## config.mk

```make
export PLATFORM = sky130hd
export DESIGN_NAME = alu_seq
export DESIGN_NICKNAME = d
export VERILOG_FILES = /design/src/rtl/alu_seq.sv
export SDC_FILE = /design/constraint.sdc
export NUM_CORES = 1
export LEC_CHECK = 0
export ABC_AREA = 0
export BUFFER_PORTS_ARGS = -buffer_cell sky130_fd_sc_hd__clkbuf_2
export CORE_UTILIZATION = 55
export CTS_CLUSTER_SIZE = 16
export DETAILED_ROUTE_END_ITERATION = 10
export PLACE_DENSITY = 0.73
export RECOVER_POWER = 100
export SYNTH_ARGS = -nofsm -noshare
export SYNTH_HDL_FRONTEND = slang
export SYNTH_SLANG_ARGS = --single-unit
```

## constraint.sdc

```tcl
create_clock -name clk -period 11.4 [get_ports clk]
set_input_delay 1.14 -clock clk [delete_from_list [all_inputs] [get_ports clk]]
set_output_delay 1.14 -clock clk [all_outputs]
set_load 0.005 [all_outputs]
```

## src/rtl/alu_seq.sv

```systemverilog
// alu_seq: sequential ALU for the EX stage.
// Single-cycle ops finish on the start edge. MUL and DIV iterate one bit per
// clock on a shared 2*WIDTH accumulator. Every operation ends with a one-cycle
// done pulse, and the results and flags are held until the next done.
module alu_seq #(
    parameter int WIDTH = 32,
    parameter int SHW   = $clog2(WIDTH)
) (
    input  logic             clk,
    input  logic             rst,
    input  logic             start,
    input  logic [WIDTH-1:0] x,
    input  logic [WIDTH-1:0] y,
    input  logic [3:0]       alu_op,
    input  logic [SHW-1:0]   shamt,
    output logic             busy,
    output logic             done,
    output logic [WIDTH-1:0] result,
    output logic [WIDTH-1:0] result2,
    output logic             equal,
    output logic             ovf,
    output logic             div0
);

    localparam logic [3:0] OP_SLL  = 4'b0000;
    localparam logic [3:0] OP_SRA  = 4'b0001;
    localparam logic [3:0] OP_SRL  = 4'b0010;
    localparam logic [3:0] OP_MUL  = 4'b0011;
    localparam logic [3:0] OP_DIV  = 4'b0100;
    localparam logic [3:0] OP_ADD  = 4'b0101;
    localparam logic [3:0] OP_SUB  = 4'b0110;
    localparam logic [3:0] OP_AND  = 4'b0111;
    localparam logic [3:0] OP_OR   = 4'b1000;
    localparam logic [3:0] OP_XOR  = 4'b1001;
    localparam logic [3:0] OP_NOR  = 4'b1010;
    localparam logic [3:0] OP_SLT  = 4'b1011;
    localparam logic [3:0] OP_SLTU = 4'b1100;

    typedef enum logic [1:0] {
        S_IDLE,
        S_MUL,
        S_DIV
    } state_t;

    state_t state, state_next;

    // Accumulator layout: MUL keeps {partial product high, remaining multiplier};
    // DIV keeps {partial remainder, dividend bits shifting into quotient bits}.
    logic [2*WIDTH-1:0] acc;
    logic [2*WIDTH-1:0] acc_step;
    logic [WIDTH-1:0]   opx;
    logic [WIDTH-1:0]   opy;
    logic [SHW-1:0]     cnt;
    logic               last_iter;

    logic [WIDTH-1:0]   sum;
    logic [WIDTH-1:0]   diff;
    logic [WIDTH-1:0]   sc_result;
    logic               sc_ovf;

    logic [WIDTH:0]     mul_sum;
    logic [WIDTH:0]     div_shift;
    logic [WIDTH-1:0]   div_diff;
    logic               div_ok;
    logic [WIDTH-1:0]   div_rem;

    assign last_iter = (cnt == SHW'(WIDTH - 1));

    // Single-cycle result and overflow, computed straight from the live inputs
    // because they are registered on the same edge that samples start.
    always_comb begin
        sum       = x + y;
        diff      = x - y;
        sc_result = '0;
        sc_ovf    = 1'b0;
        case (alu_op)
            OP_SLL:  sc_result = y << shamt;
            OP_SRA:  sc_result = $signed(y) >>> shamt;
            OP_SRL:  sc_result = y >> shamt;
            OP_ADD: begin
                sc_result = sum;
                sc_ovf    = (x[WIDTH-1] == y[WIDTH-1]) && (sum[WIDTH-1] != x[WIDTH-1]);
            end
            OP_SUB: begin
                sc_result = diff;
                sc_ovf    = (x[WIDTH-1] != y[WIDTH-1]) && (diff[WIDTH-1] != x[WIDTH-1]);
            end
            OP_AND:  sc_result = x & y;
            OP_OR:   sc_result = x | y;
            OP_XOR:  sc_result = x ^ y;
            OP_NOR:  sc_result = ~(x | y);
            OP_SLT:  sc_result = {{(WIDTH-1){1'b0}}, ($signed(x) < $signed(y))};
            OP_SLTU: sc_result = {{(WIDTH-1){1'b0}}, (x < y)};
            default: sc_result = '0;
        endcase
    end

    // One iteration step: shift-add for MUL, and a restoring step for DIV that
    // produces one quotient bit MSB first. A zero divisor always "fits", which
    // gives an all-ones quotient and leaves the dividend as the remainder.
    always_comb begin
        mul_sum   = {1'b0, acc[2*WIDTH-1:WIDTH]} + {1'b0, (acc[0] ? opx : {WIDTH{1'b0}})};
        div_shift = {acc[2*WIDTH-1:WIDTH], acc[WIDTH-1]};
        div_ok    = (div_shift >= {1'b0, opy});
        div_diff  = div_shift[WIDTH-1:0] - opy;
        div_rem   = div_ok ? div_diff : div_shift[WIDTH-1:0];
        acc_step  = acc;
        case (state)
            S_MUL:   acc_step = {mul_sum, acc[WIDTH-1:1]};
            S_DIV:   acc_step = {div_rem, acc[WIDTH-2:0], div_ok};
            default: acc_step = acc;
        endcase
    end

    // State register.
    always_ff @(posedge clk or posedge rst) begin
        if (rst) begin
            state <= S_IDLE;
        end else begin
            state <= state_next;
        end
    end

    // Next state: only MUL/DIV leave IDLE, and they return after WIDTH steps.
    always_comb begin
        state_next = state;
        case (state)
            S_IDLE: begin
                if (start && (alu_op == OP_MUL)) begin
                    state_next = S_MUL;
                end else if (start && (alu_op == OP_DIV)) begin
                    state_next = S_DIV;
                end
            end
            S_MUL, S_DIV: begin
                if (last_iter) begin
                    state_next = S_IDLE;
                end
            end
            default: state_next = S_IDLE;
        endcase
    end

    // Datapath and registered outputs. start is sampled only in IDLE, so a
    // request while busy is dropped, and the latched operands keep the
    // iteration independent of later input changes.
    always_ff @(posedge clk or posedge rst) begin
        if (rst) begin
            acc     <= '0;
            opx     <= '0;
            opy     <= '0;
            cnt     <= '0;
            busy    <= 1'b0;
            done    <= 1'b0;
            result  <= '0;
            result2 <= '0;
            equal   <= 1'b0;
            ovf     <= 1'b0;
            div0    <= 1'b0;
        end else begin
            done <= 1'b0;
            case (state)
                S_IDLE: begin
                    if (start) begin
                        opx <= x;
                        opy <= y;
                        cnt <= '0;
                        if (alu_op == OP_MUL) begin
                            acc  <= {{WIDTH{1'b0}}, y};
                            busy <= 1'b1;
                        end else if (alu_op == OP_DIV) begin
                            acc  <= {{WIDTH{1'b0}}, x};
                            busy <= 1'b1;
                        end else begin
                            result  <= sc_result;
                            result2 <= '0;
                            equal   <= (x == y);
                            ovf     <= sc_ovf;
                            div0    <= 1'b0;
                            done    <= 1'b1;
                        end
                    end
                end
                S_MUL, S_DIV: begin
                    acc <= acc_step;
                    cnt <= cnt + SHW'(1);
                    if (last_iter) begin
                        busy    <= 1'b0;
                        done    <= 1'b1;
                        result  <= acc_step[WIDTH-1:0];
                        result2 <= acc_step[2*WIDTH-1:WIDTH];
                        equal   <= (opx == opy);
                        ovf     <= 1'b0;
                        div0    <= (state == S_DIV) && (opy == '0);
                    end
                end
                default: begin
                    busy <= 1'b0;
                end
            endcase
        end
    end

endmodule
```

==> Word-level counts from Yosys, hierarchy flattened <==
Cells that the tools add are included.
{ "word_totals": {"ff_bits": 204, "input_bits": 76, "wordCells": 119} }
{ "op_classes": {"n_addsub": 5, "order_cmp": 3, "n_eq_ne": 27, "n_shift": 3, "n_mux": 49, "bitwise_logic": 4, "n_reduce_logical": 16} }
{ "ops": {"columns": ["op", "count"], "rows": [
  ["one-hot mux 32 bit (11 select lines)", 1],
  ["2-to-1 mux 32 bit", 10],
  ["one-hot mux 64 bit (2 select lines)", 2],
  ["2-to-1 mux 64 bit", 3],
  ["one-hot mux 32 bit (2 select lines)", 2],
  ["== test 32 bit", 2],
  ["< comparator 32 bit", 2],
  ["subtractor 32 bit", 2],
  ["adder 32 x 32 -> 33 bit", 1],
  [">= comparator 33 x 32 -> 1 bit", 1],
  ["adder 32 bit", 1],
  ["AND 32 bit", 1],
  ["logical NOT 32 bit", 1],
  ["NOT 32 bit", 1],
  ["OR 32 bit", 1],
  ["left shift 32 x 5 -> 32 bit", 1],
  ["right shift 32 x 5 -> 32 bit", 1],
  [">>> shifter 32 x 5 -> 32 bit", 1],
  ["XOR 32 bit", 1],
  ["== test 4 bit, second input constant", 5],
  ["2-to-1 mux 1 bit", 19],
  ["== test 4 x 3 -> 1 bit, second input constant", 4],
  ["one-hot mux 1 bit (2 select lines)", 6],
  ["one-hot mux 5 bit (2 select lines)", 1],
  ["21 further kinds", 37]
]} }

==> Longest topological paths before layout <==
{ "depth": {"ltp_word": 8, "mapped_depth": 15, "depth_no_buf": 14} }

==> Worst setup path before layout <==
Ideal clock, no wire load.
{ "synth_path": {"kind": "in2reg", "startpoint": "input port y[16]", "endpoint": "register result[29]", "setup_time_ns": 0.126, "arrival_time_ns": 3.915, "path_slack_ns": 7.359, "stages": 14, "cell_sequence": "clkbuf_1 -> inv_1 -> ha_1 -> clkbuf_1 -> a21o_1 -> a21oi_1 -> o21bai_1 -> a221o_1 -> a31o_2 -> a311oi_2 -> nand2b_1 -> mux2i_1 -> o211ai_1 -> a221o_1"} }
{ "synth_via": {"elab_chain_cells": 6, "word_cells_on_any_way": 10, "cone_classes": "add/sub: 2; shift: 3; mux: 5"} }
{ "synth_lines": {"columns": ["item", "line", "source"], "rows": [
  ["start, declared", "13", "input logic [WIDTH-1:0] y,"],
  ["subtractor 32 bit (tied with other cells)", "73", "diff = x - y;"],
  ["one-hot mux 32 bit (11 select lines) *", "76", "case (alu_op)"],
  ["2-to-1 mux 32 bit *", "171", "end else if (alu_op == OP_DIV) begin"],
  ["2-to-1 mux 32 bit *", "168", "if (alu_op == OP_MUL) begin"],
  ["2-to-1 mux 32 bit *", "164", "if (start) begin"],
  ["one-hot mux 32 bit (2 select lines) *", "162", "case (state)"],
  ["end signal, assigned", "175", "result <= sc_result;"],
  ["end signal, assigned", "190", "result <= acc_step[WIDTH-1:0];"],
  ["end, declared", "18", "output logic [WIDTH-1:0] result,"]
]} }
Mark *: on every way between the ends. The rest lies on a longest branch, timed or not. The select of a mux whose other input is x is not followed.
A chain may end at the register's enable or synchronous reset.

==> Final worst setup path <==
{ "layout_path": {"startpoint": "register state[1]", "endpoint": "register ovf"} }
{ "layout_via": {"elab_chain_cells": 4, "word_cells_on_any_way": 11, "cone_classes": "eq/ne: 6; mux: 1; reduce/logical: 4"} }
{ "layout_lines": {"columns": ["item", "line", "source"], "rows": [
  ["start, declared", "45", "state_t state, state_next;"],
  ["start signal, assigned", "120", "state <= state_next;"],
  ["== test 2 bit or == test 2 x 1 -> 1 bit (tied branches)", "162", null],
  ["OR reduction 2 bit", "162", null],
  ["inequality test 2 bit (no source line) or nonzero test 2 bit (tied branches)", null, null],
  ["AND reduction 5 bit (no source line)", null, null],
  ["end signal, assigned", "178", "ovf <= sc_ovf;"],
  ["end, declared", "21", "output logic ovf,"]
]} }
Several ways; a longest one is shown, not always the timed one.

==> reports/results.env <==
LAYOUT_COMMON_CELLS='nand2_1 (340), o21ai_0 (298), nor2_1 (223)'
POST_ROUTE_CELLS_DRIVE_ABOVE_1_SHARE=0.103
CP.ARRIVAL_NS=7.57
PLACEDINSTANCEAREA_MM2=0.0232
INSERTEDDIODECOUNT=0
NUMBER_OF_PLACED_I_O_PINS=145
KIND_OF_LAUNCH_POINT_OF_THE_WORST_SETUP_PATH='flop'
SYNTH_EDF_COUNT=0
WORSTPATHCELLLIST='inv_1 -> ha_1 -> clkbuf_1 -> a32o_1 -> clkbuf_1 -> nand2_1 -> o41ai_1'
YS_ASYNC_SR_FRACTION=1.00
PATH_DELAY_FAMILY='buffers and inverters'
WORST_EP_REQUIRED_TIME_NS=11.81
CTS_RESIZED=0
DRT_WL_TOTAL_UM=94700
CP_COMMON_CELL='clkbuf_1'
CTS_HTREE_LEVELS=1
MAX_STAGE_DELAY_NS=1.88
PLACE_CONGESTION=1.04
WL_PER_CELL_UM=28.1
FINAL_CELL_AREA_MM2=0.0239
HOLD_BUFFERS=0
ROUTE.DETAILED.VIAS_PER_INST=7.03
DIE_Y_UM=204
RSZ0062_AT_GRT='false'
YS_DOMINANT_REG_CELL='dfrtp_1'
TIGHTEST_SLEW_NS=6.12
DIE-WIDTH_UM=204
NUMPORTBUFFERS=144
HOLD_VIOL=0
CELL_AREA_SYNTH_MM2=0.0223
GRT_USE_TOTAL=0.448
POST_SYNTH.CELL_AREA_AVG_UM2=7.91
COREAREA_MM2=0.0399
YS_SEQ_ELEMENTS=204
CTS_TREE='yes'
ANTENNA_VIOLATING_NETS_POST_ROUTE=0
LAYOUT.CELLS.MOST_COMMON='nand2_1'
PIN_COUNT_OF_THE_BIGGEST_NET_ENTERING_GLOBAL_ROUTING=126
MAX_FREQ_GHz=0.140
VIOLATIONS='max-capacitance violations, max-slew violations'
MIN_PATH_TYPE='flop to flop'
POWER_LEAKAGE_nW=10.7
PLACEMENT.SETUP.WORST_SLACK_NS=6.17
FINALCRITICALPERIOD_NS=7.16
CRIT_PATH_END_KIND='flop'
FINAL_MIN_PERIOD_OVER_CLOCK_PERIOD=0.628
FINISH.UTILIZATION=0.600
WORST_SETUP_HOLD_PATH_CLK_SLEW_NS=0.06
GRT_REMAINING_OVERFLOW=0
SYN2LAYOUT_AREA_GROWTH_PCT=7.19
GRT_ANTENNA_BEFORE_REPAIR=0
MAX_SLEW_MARGIN=-3.08
DIE_AREA_MM2=0.0414
PATH_BUF_INV=3
MAX_CAP_VIOLATIONS=9
TNS_NS=0
WORSTPATHMAXFANOUT=48
TRITONCTS.NUM_BUFFERS=25
SYNTH_CELLS=2822
POWER_PER_STANDARD_CELL_AREA_mW_PER_MM2=183
SYNTH_WARNINGS=0
POSTCTSSETUPREPAIRBUFS=0
NUM_VIAS=23700
VDD.IR_DROP.WORST_mV=0.162
START_UTIL=0.560
TIMING_MAX_TRANSITION_VIOLATIONS_FINAL=557
CTS.SINKS=204
SETUP-VIOLATIONS-FINAL=0
FINCLKSKEW_NS=0.0217
POST-ROUTE-WORST-SETUP-SLACK_NS=4.24
OVERALL_POWER_CONSUMPTION_mW=4.38
CLK_ROOT_BUFFER_CELL='clkbuf_16'
OUTCOME='complete, but fails checks'
SEQ_AREA_FRAC_SYNTH=0.229
DRT_DRC_VIOLATIONS_LEFT=0
YOSYSUNIQUECELLTYPES=91
DESIGN.FINAL.NETS=3089
CTS-ROOT-TO-SINK-BUFFERS=3
GRT_PASS1_WL_UM=140000
CRITICAL-PATH-SLOWEST-CELL='clkbuf_1'
SYNTH_NETS=3086
CLKLATENCYLATEPIN_NS=0.56
CRITPATHKIND='flop to flop'
DP.FINAL_HPWL_UM=70000
DRT_PASS1_ITERATIONS=8
ROWS=73
DRT_FIRST_ITER_VIOLATIONS=3140
VIAS_IN_THE_FIRST_GLOBAL_ROUTE=22300
-- per-stage QoR --
step	hold WS, ns	cells
2_1_floorplan	0.445	2822
3_3_place_gp	0.461	3323
3_5_place_dp	0.475	3323
4_1_cts	0.489	3368
5_1_grt	0.502	3368
6_report	0.481	3368
-- layer usage --
layer	global-route usage	part of all wire
met1	0.601	0.39
met2	0.674	0.43
met3	0.0944	0.12
met4	0.247	0.066
met5	0	0
-- area by class of cell --
| type | instances | area, um2 |
|---|---|---|
| Inverter | 158 | 594 |
| Fill cell | 3645 | 16000 |
| Sequential cell | 204 | 5100 |
| Clock buffer | 32 | 672 |
| Tap cell | 525 | 657 |
| Timing Repair Buffer | 178 | 891 |
| Clock inverter | 13 | 191 |
| Multi-Input combinational cell | 2258 | 15800 |
-- logic make-up (layout without fill, tap and decap cells) --
group	after synthesis	after routing	share of synthesized area
xor+xnor	93	93	0.0365
mux	150	150	0.109
simple gates	860	860	0.175
fa+ha+maj	188	188	0.107
buf+inv	360	381	0.0652
compound gates	967	967	0.279
flops	204	204	0.229
-- report_power, final --
part	internal, mW	total (mW)	switching [mW]
Sequential	0.991	1.29	0.298
Combinational	0.795	2.23	1.44
Clock	0.511	0.858	0.346
Total	2.30	4.38	2.08
-- worst paths after layout --
path | startpoint | endpoint | slack, ns | cells past startpoint
setup / recovery | state[1]$_DFFE_PP0P_ | ovf$_DFFE_PP0P_ | 4.24 | 7
setup reg to reg | state[1]$_DFFE_PP0P_ | ovf$_DFFE_PP0P_ | 4.24 | 7
min in group asynchronous | rst | result[6]$_DFFE_PP0P_ | 2.42 | 2
hold / removal | result2[16]$_DFFE_PP0P_ | result2[16]$_DFFE_PP0P_ | 0.48 | 2
max in group asynchronous | rst | acc[31]$_DFFE_PP0P_ | 5.89 | 3
hold reg to reg | result2[16]$_DFFE_PP0P_ | result2[16]$_DFFE_PP0P_ | 0.48 | 2
-- synthesized netlist by cell type (20+ instances only) --
cell type  count  area (um2)
a211oi_1      36         270
a21o_1        52         390
a21oi_1      221        1110
a221o_1       21         210
a221oi_1      34         298
a22o_1        48         420
a22oi_1       29         218
a31oi_1       28         175
and2_1        38         238
and3_1        20         125
buf_2         20         100
clkbuf_1     154         578
dfrtp_1      204        5100
ha_1         184        2300
inv_1        152         571
mux2_2        23         259
mux2i_1       54         541
mux4_2        72        1620
nand2_1      341        1280
nand3_1       57         285
nand4_1       24         150
nor2_1       223         837
nor2b_1       28         175
nor3_1        48         240
nor4_1        27         169
o21ai_0      294        1470
o21bai_1      25         188
o221ai_1      22         193
o22ai_1       20         125
xnor2_1       65         569
xor2_1        28         245
-- worst min-delay path: stages, from the launching register on --
cell     delay (ns)
dfrtp_1        0.34
nand2_1        0.04
o21ai_0        0.06
-- flip-flops by register name, indices dropped and copies added, names as in the netlist, 2 cells and up --
| name | cells |
|---|---|
| cnt | 5 |
| state | 2 |
| result | 32 |
| opy | 32 |
| acc | 64 |
| result2 | 32 |
| opx | 32 |
Note: power is estimated with default switching activity, not from simulation.
